===== src/rtl/startup_cmd_executor.sv =====
// startup_cmd_executor
//   Executes startup commands from the configuration controller. Each command
//   burst on valid_a/data_a is decoded on its first beat (8'h52 BIST, 8'h53
//   CONFIG, 8'h54 LOAD). The matching *_run strobe is then held for the
//   configured number of cycles, and a sticky *_done flag is raised at the end.
//
// Ports
//   clk          system clock, all logic on posedge
//   rst_n        asynchronous active-low reset
//   valid_a      command byte valid (a command is >=1 contiguous beats)
//   data_a       command byte
//   bist_done    sticky: last BIST finished
//   config_done  sticky: last CONFIG finished
//   load_done    sticky: last LOAD finished
//   bist_run     high while a BIST op executes
//   cfg_run      high while a CONFIG op executes
//   load_run     high while a LOAD op executes
//   busy         an op is executing
//   cmd_error    one-cycle pulse: bad opcode, or new command while busy
//
// state  | meaning
// -------+------------------------------------------
// IDLE   | waiting for the first beat of a command
// BIST   | bist_run asserted, counting down
// CONFIG | cfg_run asserted, counting down
// LOAD   | load_run asserted, counting down

module startup_cmd_executor #(
    parameter int BIST_CYCLES   = 16,
    parameter int CONFIG_CYCLES = 8,
    parameter int LOAD_CYCLES   = 4
) (
    input  logic       clk,
    input  logic       rst_n,
    input  logic       valid_a,
    input  logic [7:0] data_a,
    output logic       bist_done,
    output logic       config_done,
    output logic       load_done,
    output logic       bist_run,
    output logic       cfg_run,
    output logic       load_run,
    output logic       busy,
    output logic       cmd_error
);

    localparam int MAX_BC = (BIST_CYCLES > CONFIG_CYCLES) ? BIST_CYCLES : CONFIG_CYCLES;
    localparam int MAX_C  = (MAX_BC > LOAD_CYCLES) ? MAX_BC : LOAD_CYCLES;
    localparam int CNT_W  = $clog2(MAX_C + 1);

    localparam logic [CNT_W-1:0] BIST_START   = CNT_W'(BIST_CYCLES - 1);
    localparam logic [CNT_W-1:0] CONFIG_START = CNT_W'(CONFIG_CYCLES - 1);
    localparam logic [CNT_W-1:0] LOAD_START   = CNT_W'(LOAD_CYCLES - 1);

    localparam logic [7:0] OP_BIST   = 8'h52;
    localparam logic [7:0] OP_CONFIG = 8'h53;
    localparam logic [7:0] OP_LOAD   = 8'h54;

    typedef enum logic [1:0] {
        S_IDLE,
        S_BIST,
        S_CONFIG,
        S_LOAD
    } state_t;

    state_t           state, state_nx;
    logic [CNT_W-1:0] cnt, cnt_nx;
    logic             valid_q;
    logic             first_beat;
    logic             bist_done_nx, config_done_nx, load_done_nx;
    logic             cmd_error_nx;

    // Only the rising edge of valid_a starts a command; trailing beats of the
    // same burst are ignored whatever their data.
    assign first_beat = valid_a & ~valid_q;

    always_ff @(posedge clk or negedge rst_n) begin
        if (!rst_n) begin
            state       <= S_IDLE;
            cnt         <= '0;
            valid_q     <= 1'b0;
            bist_done   <= 1'b0;
            config_done <= 1'b0;
            load_done   <= 1'b0;
            cmd_error   <= 1'b0;
        end else begin
            state       <= state_nx;
            cnt         <= cnt_nx;
            valid_q     <= valid_a;
            bist_done   <= bist_done_nx;
            config_done <= config_done_nx;
            load_done   <= load_done_nx;
            cmd_error   <= cmd_error_nx;
        end
    end

    always_comb begin
        state_nx       = state;
        cnt_nx         = cnt;
        bist_done_nx   = bist_done;
        config_done_nx = config_done;
        load_done_nx   = load_done;
        cmd_error_nx   = 1'b0;

        if (state == S_IDLE) begin
            if (first_beat) begin
                if (data_a == OP_BIST || data_a == OP_CONFIG || data_a == OP_LOAD) begin
                    bist_done_nx   = 1'b0;
                    config_done_nx = 1'b0;
                    load_done_nx   = 1'b0;
                end
                case (data_a)
                    OP_BIST: begin
                        state_nx = S_BIST;
                        cnt_nx   = BIST_START;
                    end
                    OP_CONFIG: begin
                        state_nx = S_CONFIG;
                        cnt_nx   = CONFIG_START;
                    end
                    OP_LOAD: begin
                        state_nx = S_LOAD;
                        cnt_nx   = LOAD_START;
                    end
                    default: cmd_error_nx = 1'b1;
                endcase
            end
        end else begin
            // A command arriving on the completing cycle is still rejected;
            // the sender is expected to wait for done.
            if (first_beat) begin
                cmd_error_nx = 1'b1;
            end
            if (cnt == '0) begin
                state_nx = S_IDLE;
                case (state)
                    S_BIST:   bist_done_nx   = 1'b1;
                    S_CONFIG: config_done_nx = 1'b1;
                    S_LOAD:   load_done_nx   = 1'b1;
                    default:  ;
                endcase
            end else begin
                cnt_nx = cnt - CNT_W'(1);
            end
        end
    end

    assign bist_run = (state == S_BIST);
    assign cfg_run  = (state == S_CONFIG);
    assign load_run = (state == S_LOAD);
    assign busy     = (state != S_IDLE);

endmodule


===== config.mk =====
export PLATFORM = sky130hd
export DESIGN_NAME = startup_cmd_executor
export DESIGN_NICKNAME = d
export VERILOG_FILES = /design/src/rtl/startup_cmd_executor.sv
export SDC_FILE = /design/constraint.sdc
export NUM_CORES = 1
export LEC_CHECK = 0
export CORE_MARGIN = 8
export CORE_UTILIZATION = 45
export DETAILED_ROUTE_END_ITERATION = 8
export GPL_ROUTABILITY_DRIVEN = 0
export PLACE_DENSITY = 0.74
export SLEW_MARGIN = 0
export SYNTH_ARGS = -nofsm -noshare
export SYNTH_HDL_FRONTEND = slang
export SYNTH_SLANG_ARGS = --single-unit

===== constraint.sdc =====
create_clock -name clk -period 2.23 [get_ports clk]
set_input_delay 0.669 -clock clk [delete_from_list [all_inputs] [get_ports clk]]
set_output_delay 0.669 -clock clk [all_outputs]
set_load 0.01 [all_outputs]

==> results.cfg <==
[power_and_ir_drop]
p_total_mw = 0.585
combPwrFrac = 0.300
switchingPower_mw = 0.185
ir_worst_vdd_mv = 0.458
switching_share = 0.316
leakage_nw = 0.404
clkPwrFrac = 0.228
power_frac_seq = 0.472
p_int_mw = 0.400
power.density_nw_per_um2 = 615

[global_route]
grt_max_degree = 13
grt_pass1_vias = 679
overflow = 0
gr-usage-all-layers = 0.126
antenna_found_initial = 0
grt_first_pass_wirelength_um = 2790

[cts]
clockBufferDepth = 2
cts.reportedPaths.clkPinSlew_ns = 0.07
postCtsSetupBuffers = 0
root_buffer = clkbuf_4
cts_tree = yes
htreeDepth = 1
insertion_delay_ns = 0.27
cts_buffers = 3
cts.sinks = 12

[timing]
relSlewSlack = 0.623
final_hold_viol_count = 0
period_needed_ns = 2.12
grt_setup_unrepaired = false
slew_violations = 0
fmax_ghz = 0.473
period_share = 0.949
setup_violations = 0
setup_ws_ns = 0.115
holdWs_ns = 0.496
worst_pin_slew_ns = 0.563
skew_ns = 0.00197

[routing]
vias = 638
drt_first_pass_iters = 4
viasPerCell = 5.45
wl_per_cell_um = 14.0
routed_wl_um = 1640
final_antenna_net_count = 0
drc = 0
drtIter0Drc = 16

[placed_design]
portBuffers = 18
place.detailed.hpwl_um = 1290
pre_cts_ws_ns = -0.145
dpl.cell_count = 114

[final_layout]
syn_to_final_growth_pct = 41.8
fin_cells = 117
final_layout_size_suffix_gt1_frac = 0.178
antennaDiodeCount = 0
utilization = 0.654
nets = 115

[synth]
yosys_register_bits = 12
seq_area_frac_synth = 0.448
synth_area_um2 = 671
synthCells = 73
synth_fp_nets = 85
synthDistinctLibCells = 30
yosys_warnings = 0
syn_avg_cell_area_um2 = 9.19

[die]
core_area_um2 = 1450
start_util = 0.461
io_pins = 19
die-area_um2 = 2980
die_w_um = 54.6
die_y_um = 54.6
fp-row-count = 14

[critical_path]
path_class = reg2out
start_kind = flop
critPathBufInv = 2
worstPathCellList = nor2_1 > inv_1 > clkdlybuf4s50_1
cpPeakStageDelay_ns = 0.47
critical_path.top_delay_family = buffers and inverters
path_max_fanout = 9
required_ns = 1.56
cp-end-kind = output pin
critPathSlowestCell = dfrtp_2
arrival_ns = 1.45

[job]
max_cap_violations = 0

[run_status]
status = completed

[min_path]
hp-class = reg2reg
## state kept, by name (all words and copies together) (netlist names)
name / count
cnt: 5
state: 2
bist_done: 1
cmd_error: 1
config_done: 1
load_done: 1
valid_q: 1
## metrics by stage
stage / area [um^2] / setup TNS, ns
2_1_floorplan: 671 / 0
3_5_place_dp: 926 / -0.564
3_3_place_gp: 926 / -0.295
4_1_cts: 948 / 0
6_report: 951 / 0
5_1_grt: 951 / 0
## power groups by stage
stage	Sequential, mW	Clock, mW	Combinational, mW
floorplan	0.274	0	0.101
global placement	0.278	0	0.164
detailed placement	0.280	0	0.173
CTS	0.275	0.137	0.176
global route	0.280	0.146	0.191
finish	0.276	0.133	0.176
## layout make-up
| class | instances | area, um^2 |
|---|---|---|
| Tap cell | 16 | 20.0 |
| Clock buffer | 3 | 22.5 |
| Multi-Input combinational cell | 55 | 339 |
| Fill cell | 131 | 503 |
| Timing Repair Buffer | 28 | 255 |
| Inverter | 3 | 11.3 |
| Sequential cell | 12 | 303 |
## worst reg2reg max path: stages (launching register included)
cell and delay [ns]:
dfrtp_1 0.41, inv_1 0.09, ha_1 0.20, or4b_1 0.52
nand2_4 0.11, o21ai_1 0.08, a221o_1 0.35
## cell families after synthesis
family,after synthesis,synth area share
adder cells (fa/ha/maj),1,0.0187
XOR/XNOR,1,0.0131
AO/OA/AOI/OAI,17,0.162
buffers and inverters,6,0.0466
flip-flops,12,0.448
AND/OR/NAND/NOR,36,0.312
## Yosys cell counts
library cell,number,share of area
nand2b_1,1,0.0093
o2111ai_1,1,0.013
o31ai_1,2,0.022
a31oi_1,1,0.0093
o21ai_1,1,0.0075
o21a_1,2,0.022
nand3_1,1,0.0075
nor3_1,1,0.0075
or2_2,1,0.0093
or4_1,1,0.011
buf_2,1,0.0075
a211o_1,1,0.013
ha_1,1,0.019
nor2_1,11,0.062
nor3b_1,3,0.034
nand2_1,5,0.028
inv_1,3,0.017
o21ai_0,4,0.030
a21oi_1,4,0.030
a221o_1,1,0.015
buf_6,1,0.017
dfrtp_1,12,0.45
nand2_4,1,0.017
clkbuf_1,1,0.0056
xnor2_1,1,0.013
or4b_1,2,0.030
nor4b_2,1,0.022
and2_1,2,0.019
nor2b_1,5,0.047
nand4_1,1,0.0093
## layout by cell type (no fill, tap or decap), types with 2 or more instances in the layout
| cell type | Yosys | layout |
|---|---|---|
| nor3b_1 | 3 | 3 |
| dfrtp_1 | 12 | 10 |
| nor2b_1 | 5 | 5 |
| and2_1 | 2 | 2 |
| dfrtp_2 | 0 | 2 |
| o21a_1 | 2 | 2 |
| inv_1 | 3 | 3 |
| buf_4 | 0 | 10 |
| or4b_1 | 2 | 2 |
| o21ai_0 | 4 | 4 |
| o31ai_1 | 2 | 2 |
| clkbuf_4 | 0 | 3 |
| a21oi_1 | 4 | 4 |
| clkdlybuf4s50_1 | 0 | 18 |
| nor2_1 | 11 | 11 |
| nand2_1 | 5 | 5 |
## layer usage
layer	track usage	vias to the layer above	wire [um]
met5	0	-	0
met4	0.0615	0	29
met3	0.0299	5	85
met2	0.213	19	847
met1	0.145	300	674
li1	-	314	-
## what timing repair did
| item | in CTS | in global routing |
|---|---|---|
| gates resized for setup | 0 | 2 |
| hold buffers | 0 | 0 |
| endpoints found under the setup margin | 0 | 4 |
## final timing paths
path / slack (ns) / endpoint / cells past startpoint / startpoint
worst max-delay path: 0.11 / busy / 3 / state[0]$_DFFE_PN0P_
worst max register to register: 0.36 / cnt[3]$_DFFE_PN0P_ / 6 / cnt[0]$_DFFE_PN0P_
worst min register to register: 0.50 / load_done$_DFFE_PN0P_ / 2 / load_done$_DFFE_PN0P_
min in group asynchronous: 0.75 / cnt[0]$_DFFE_PN0P_ / 1 / rst_n
worst min-delay path: 0.50 / load_done$_DFFE_PN0P_ / 2 / load_done$_DFFE_PN0P_
max in group asynchronous: 1.07 / state[0]$_DFFE_PN0P_ / 1 / rst_n
(Power assumes the default switching activity.)
